### src/rtl/control_multiciclo.sv
// Multicycle MIPS-subset main control: Moore FSM with mem_listo-gated fetch enables,
// memory-wait timeout and illegal-opcode exception pulse. Outputs are combinational from state_q.
module control_multiciclo #(
  parameter int OPCODE_W = 6,
  parameter int ALUOP_W  = 2,
  parameter int TIMEOUT  = 16,
  parameter int EN_INMED = 1
) (
  input  logic                clk,
  input  logic                reset,
  input  logic [OPCODE_W-1:0] opcode,
  input  logic                mem_listo,
  output logic                EscrPC,
  output logic                EscrPCCond,
  output logic                IoD,
  output logic                LeerMem,
  output logic                EscrMem,
  output logic                EscrIR,
  output logic                MemaReg,
  output logic                RegDest,
  output logic                EscrReg,
  output logic                FuenteALUA,
  output logic [1:0]          FuenteALUB,
  output logic [ALUOP_W-1:0]  ALUOp,
  output logic [1:0]          FuentePC,
  output logic [3:0]          estado,
  output logic                excepcion
);

  localparam int CNT_W = (TIMEOUT > 1) ? $clog2(TIMEOUT) : 1;

  localparam logic [5:0] OP_RTYPE = 6'b000000;
  localparam logic [5:0] OP_LW    = 6'b100011;
  localparam logic [5:0] OP_SW    = 6'b101011;
  localparam logic [5:0] OP_BEQ   = 6'b000100;
  localparam logic [5:0] OP_J     = 6'b000010;
  localparam logic [5:0] OP_ADDI  = 6'b001000;

  typedef enum logic [3:0] {
    S_FETCH  = 4'd0,
    S_DECODE = 4'd1,
    S_MEMADR = 4'd2,
    S_MEMRD  = 4'd3,
    S_MEMWB  = 4'd4,
    S_MEMWR  = 4'd5,
    S_EXEC   = 4'd6,
    S_RWB    = 4'd7,
    S_BRANCH = 4'd8,
    S_JUMP   = 4'd9,
    S_ADDIEX = 4'd10,
    S_ADDIWB = 4'd11
  } state_t;

  state_t           state_q, state_d;
  logic [CNT_W-1:0] cnt_q, cnt_d;
  logic [5:0]       op;
  logic             wait_st;
  logic             timeout;

  assign op = opcode[5:0];

  always_comb begin
    state_d    = state_q;
    cnt_d      = cnt_q;
    EscrPC     = 1'b0;
    EscrPCCond = 1'b0;
    IoD        = 1'b0;
    LeerMem    = 1'b0;
    EscrMem    = 1'b0;
    EscrIR     = 1'b0;
    MemaReg    = 1'b0;
    RegDest    = 1'b0;
    EscrReg    = 1'b0;
    FuenteALUA = 1'b0;
    FuenteALUB = 2'b00;
    ALUOp      = '0;
    FuentePC   = 2'b00;
    excepcion  = 1'b0;
    estado     = state_q;

    wait_st = (state_q == S_FETCH) || (state_q == S_MEMRD) || (state_q == S_MEMWR);
    timeout = (TIMEOUT != 0) && wait_st && !mem_listo && (cnt_q == CNT_W'(TIMEOUT - 1));

    case (state_q)
      S_FETCH: begin
        LeerMem    = 1'b1;
        FuenteALUB = 2'b01;
        if (mem_listo) begin
          EscrIR  = 1'b1;
          EscrPC  = 1'b1;
          state_d = S_DECODE;
        end
      end
      S_DECODE: begin
        FuenteALUB = 2'b11;
        if (op == OP_LW || op == OP_SW)             state_d = S_MEMADR;
        else if (op == OP_RTYPE)                    state_d = S_EXEC;
        else if (op == OP_BEQ)                      state_d = S_BRANCH;
        else if (op == OP_J)                        state_d = S_JUMP;
        else if (op == OP_ADDI && EN_INMED != 0)    state_d = S_ADDIEX;
        else begin
          excepcion = 1'b1;
          state_d   = S_FETCH;
        end
      end
      S_MEMADR: begin
        FuenteALUA = 1'b1;
        FuenteALUB = 2'b10;
        state_d    = (op == OP_LW) ? S_MEMRD : S_MEMWR;
      end
      S_MEMRD: begin
        LeerMem = 1'b1;
        IoD     = 1'b1;
        if (mem_listo) state_d = S_MEMWB;
      end
      S_MEMWB: begin
        EscrReg = 1'b1;
        MemaReg = 1'b1;
        state_d = S_FETCH;
      end
      S_MEMWR: begin
        EscrMem = 1'b1;
        IoD     = 1'b1;
        if (mem_listo) state_d = S_FETCH;
      end
      S_EXEC: begin
        FuenteALUA = 1'b1;
        ALUOp      = ALUOP_W'(2'b10);
        state_d    = S_RWB;
      end
      S_RWB: begin
        EscrReg = 1'b1;
        RegDest = 1'b1;
        state_d = S_FETCH;
      end
      S_BRANCH: begin
        FuenteALUA = 1'b1;
        ALUOp      = ALUOP_W'(2'b01);
        EscrPCCond = 1'b1;
        FuentePC   = 2'b01;
        state_d    = S_FETCH;
      end
      S_JUMP: begin
        EscrPC   = 1'b1;
        FuentePC = 2'b10;
        state_d  = S_FETCH;
      end
      S_ADDIEX: begin
        FuenteALUA = 1'b1;
        FuenteALUB = 2'b10;
        state_d    = S_ADDIWB;
      end
      S_ADDIWB: begin
        EscrReg = 1'b1;
        state_d = S_FETCH;
      end
      default: begin
        excepcion = 1'b1;
        state_d   = S_FETCH;
      end
    endcase

    // Abort on memory timeout: suppress every write so the PC does not advance.
    if (timeout) begin
      excepcion  = 1'b1;
      state_d    = S_FETCH;
      EscrPC     = 1'b0;
      EscrPCCond = 1'b0;
      EscrIR     = 1'b0;
      EscrMem    = 1'b0;
      EscrReg    = 1'b0;
    end

    if (state_d != state_q || timeout) cnt_d = '0;
    else if (wait_st && !mem_listo && TIMEOUT != 0) cnt_d = cnt_q + 1'b1;

    // Reset gates outputs combinationally so an abandoned instruction writes nothing.
    if (reset) begin
      EscrPC     = 1'b0;
      EscrPCCond = 1'b0;
      IoD        = 1'b0;
      LeerMem    = 1'b0;
      EscrMem    = 1'b0;
      EscrIR     = 1'b0;
      MemaReg    = 1'b0;
      RegDest    = 1'b0;
      EscrReg    = 1'b0;
      FuenteALUA = 1'b0;
      FuenteALUB = 2'b00;
      ALUOp      = '0;
      FuentePC   = 2'b00;
      excepcion  = 1'b0;
      estado     = 4'd0;
    end
  end

  always_ff @(posedge clk or posedge reset) begin
    if (reset) begin
      state_q <= S_FETCH;
      cnt_q   <= '0;
    end else begin
      state_q <= state_d;
      cnt_q   <= cnt_d;
    end
  end

endmodule

### config.mk
export PLATFORM = sky130hd
export DESIGN_NAME = control_multiciclo
export DESIGN_NICKNAME = d
export VERILOG_FILES = /design/src/rtl/control_multiciclo.sv
export SDC_FILE = /design/constraint.sdc
export NUM_CORES = 1
export LEC_CHECK = 0
export ABC_AREA = 1
export CAP_MARGIN = 5
export CORE_ASPECT_RATIO = 1.4
export CORE_MARGIN = 2
export CORE_UTILIZATION = 35
export CTS_BUF_LIST = sky130_fd_sc_hd__clkbuf_8
export DETAILED_ROUTE_END_ITERATION = 10
export DONT_BUFFER_PORTS = 1
export GPL_TIMING_DRIVEN = 0
export HOLD_SLACK_MARGIN = 0.08
export PLACE_DENSITY = 0.52
export SKIP_CTS_REPAIR_TIMING = 1
export SLEW_MARGIN = 25
export SYNTH_ARGS = -nofsm -noshare
export SYNTH_HDL_FRONTEND = slang
export SYNTH_SLANG_ARGS = --single-unit
### constraint.sdc
create_clock -name clk -period 2.8 [get_ports clk]
set_input_delay 0.28 -clock clk [delete_from_list [all_inputs] [get_ports clk]]
set_output_delay 0.28 -clock clk [all_outputs]
set_load 0.05 [all_outputs]
==> summary.txt <==
Cells and area
  • Post-route cell area: a little over 900 sq um
  • Post-Layout Cell Count: 174
  • N_diodes: 0
  • Nets@finish: 163
  • Post-layout util: 0.394
  • Share of cells above drive strength 1: 0.146
  • Area grow syn2layout: 9.40%

Worst setup path
  • Reg2reg setup slack: about 1.1 ns
  • R2r startpoint: state_q[1]$_DFF_PP0_
  • Crit-path cells: nor2_1, nand3_1, a21oi_1
  • Setup crit start kind: flop
  • Setup crit end: EscrPC
  • R2R depth: 11
  • Critical Path Max Stage Delay: 0.84 ns
  • Critical path launch point: state_q[1]$_DFF_PP0_
  • Critical Path AT: 2.04 ns
  • Critical R2R Capture: cnt_q[3]$_DFFE_PP0P_
  • CP max-delay cell: a21oi_1
  • Crit Path Max Fanout: 7
  • Critical path class: reg -> out
  • Crit path required time: around 2.5 ns
  • Crit path capture type: output pin

Clock network
  • Root Driver: clkbuf_8
  • Clock Latency Late Sink: approximately 0.22 ns
  • Max Root-Sink Buffers: 2
  • CTS tree: yes
  • Reg clk slew, reported paths: 0.04 ns
  • Sink Count: 8
  • CTS buffer count: 3
  • Htree depth: 1

Timing
  • Final worst setup slack: 0.479 ns
  • Worst Tran Pin Value: 1.05 ns
  • Final setup fails: 0
  • Endpoints failing hold: 0
  • Fin Setup TNS: 0 ns
  • Hold slack: 0.179 ns
  • Fmax: ~430 MHz
  • Setup Skew: between 0.001 and 0.0015 ns
  • Final period utilization: 0.829
  • Final min period: 2.32 ns
  • RSZ-0062 raised after global routing: false
  • Fin. max-slew vios: 0
  • Max-slew headroom: 0.305

Global routing
  • Initial antenna violation count: 0
  • Vias in the first global route: 844
  • GRT Total Usage: 0.160
  • Largest net degree at the start of global routing: 12
  • Total gr overflow: 0
  • First-pass GRT wire length: 3.46 mm

Power
  • Total Power: 0.464 mW
  • Power Density: 498 nW/um^2
  • IR drop worst, VDD: 0.000360 V
  • P_leak: 0.543 nW

Yosys
  • Ys Warns: 0
  • Async SR Flop Fraction: 1.00
  • Syn avg cell area: about 5.8 sq um
  • Xor/xnor share of the synthesized area: 0.0206
  • Post-Synth Simple-Gate Area: 0.545
  • Mux cell area share after synthesis: 0
  • Post-synth cell types: 24
  • Post-Synth Adder-Cell Area: 0.0147
  • Register bit count reported by yosys: 8
  • Largest family of logic cells by synthesized area: simple AND/OR/NAND/NOR gates
  • Seq/Total Area, Yosys: 0.235
  • Synthesized area: 852 sq um
  • Area contributors post-synth: dfrtp_1 23%, nand2_1 18%, nor2_1 14%
  • Cell with the most instances after synthesis: nand2_1
  • List of most frequent post-synthesis cells: 41 x nand2_1, 31 x nor2_1, 20 x inv_1
  • Synthesized Nets: 158
  • Post-synth EDFFs: 0
  • Post-synthesis compound-gate area fraction: 0.0705
  • Most used flip-flop cell after synthesis: dfrtp_1
  • Synth area leader: dfrtp_1
  • Yosys top cell area share: 0.235
  • Post-Syn Instances: 148

Routing
  • WL met1: between 800 and 900 microns
  • Post-DRT Antenna Nets: 0
  • Total wire length: roughly 2.1 mm
  • Drc violations: 0
  • Vias/cell: between 5 and 6
  • Drt pass-1 iters: 4
  • Routed via count: 901
  • Metal2 WL: about 1.1 mm
  • Drt first-iter violations: 19
  • Drt wl/cell: 11.9 microns
  • DR WL met3: 102 microns
  • Top Layer Used: met4

Placement
  • Area after DPL: 891 sq um
  • Dpl ws: 0.709 ns
  • RePlAce Congestion: 0.834
  • Cells after DPL: 171
  • Port Buffer Count: 0
  • Post-DP HPWL: roughly 1.8 mm

Job
  • MaxCap Viol Count: 0

Die
  • Core Footprint: 2360 sq um
  • Initial core utilization: 0.360
  • Die area: 2850 sq um
  • Rows: 21
  • Die height: 62.4 microns
  • Die Span X: around 46 microns
  • IO Pins: 30

Outcome
  • Status: complete, no violations

Worst hold path
  • Hold WC Path Type: in -> async
[kinds of logic (layout without fill, tap and decap cells)]
group | Yosys count | count (layout)
adder cells (fa/ha/maj) | 1 | 1
buffers and inverters | 26 | 29
flip-flops | 8 | 8
AO/OA/AOI/OAI | 10 | 10
XOR/XNOR | 2 | 2
AND/OR/NAND/NOR | 101 | 101
[state kept, by name, summed over array words and instances, names as in the netlist]
register  flops
cnt_q         4
state_q       4
[final cells by class]
type	instances	area (sq um)
Fill cell	285	1430
Multi-Input combinational cell	114	564
Sequential cell	8	200
Inverter	24	90.1
Clock buffer	3	41.3
Tap cell	23	28.8
Buffer	2	7.51
[cells in the final DEF (no fill, tap or decap), drive strengths merged]
cell / instances
inv: 24
nor3b: 1
xnor2: 1
o21ai: 3
ha: 1
dfrtp: 8
nor3: 1
and3: 1
nor2: 38
nand3: 16
o311ai: 1
nand4: 1
nand2: 43
clkbuf: 5
a21boi: 1
xor2: 1
a21oi: 5
[routing by layer]
layer,up-vias,GRT usage
met5,-,0
met4,0,0.0536
met3,4,0.0173
met2,25,0.308
met1,406,0.163
li1,466,-
[power by group]
part	internal, mW	total, mW	switching [mW]
registers	0.136	0.154	0.0183
clock network	0.0926	0.132	0.0395
logic	0.0457	0.178	0.132
total	0.274	0.464	0.190
[worst max-delay path, delay by kind of cell (launching register included)]
family	cells	cell delay (ns)
compound gates	1	0.84
flops	1	0.46
simple gates	2	0.52
[worst min-delay path by stage]
stage	slack, ns	cells after the start	to	startpoint
finish	0.18	2	state_q[3]$_DFF_PP0_	reset
global route	0.25	2	state_q[3]$_DFF_PP0_	reset
CTS	0.20	2	state_q[3]$_DFF_PP0_	reset
detailed placement	0.43	2	state_q[2]$_DFF_PP0_	reset
global placement	0.41	2	state_q[2]$_DFF_PP0_	reset
floorplan	0.30	2	cnt_q[0]$_DFFE_PP0P_	reset
Note: power is estimated with default switching activity, not from simulation.
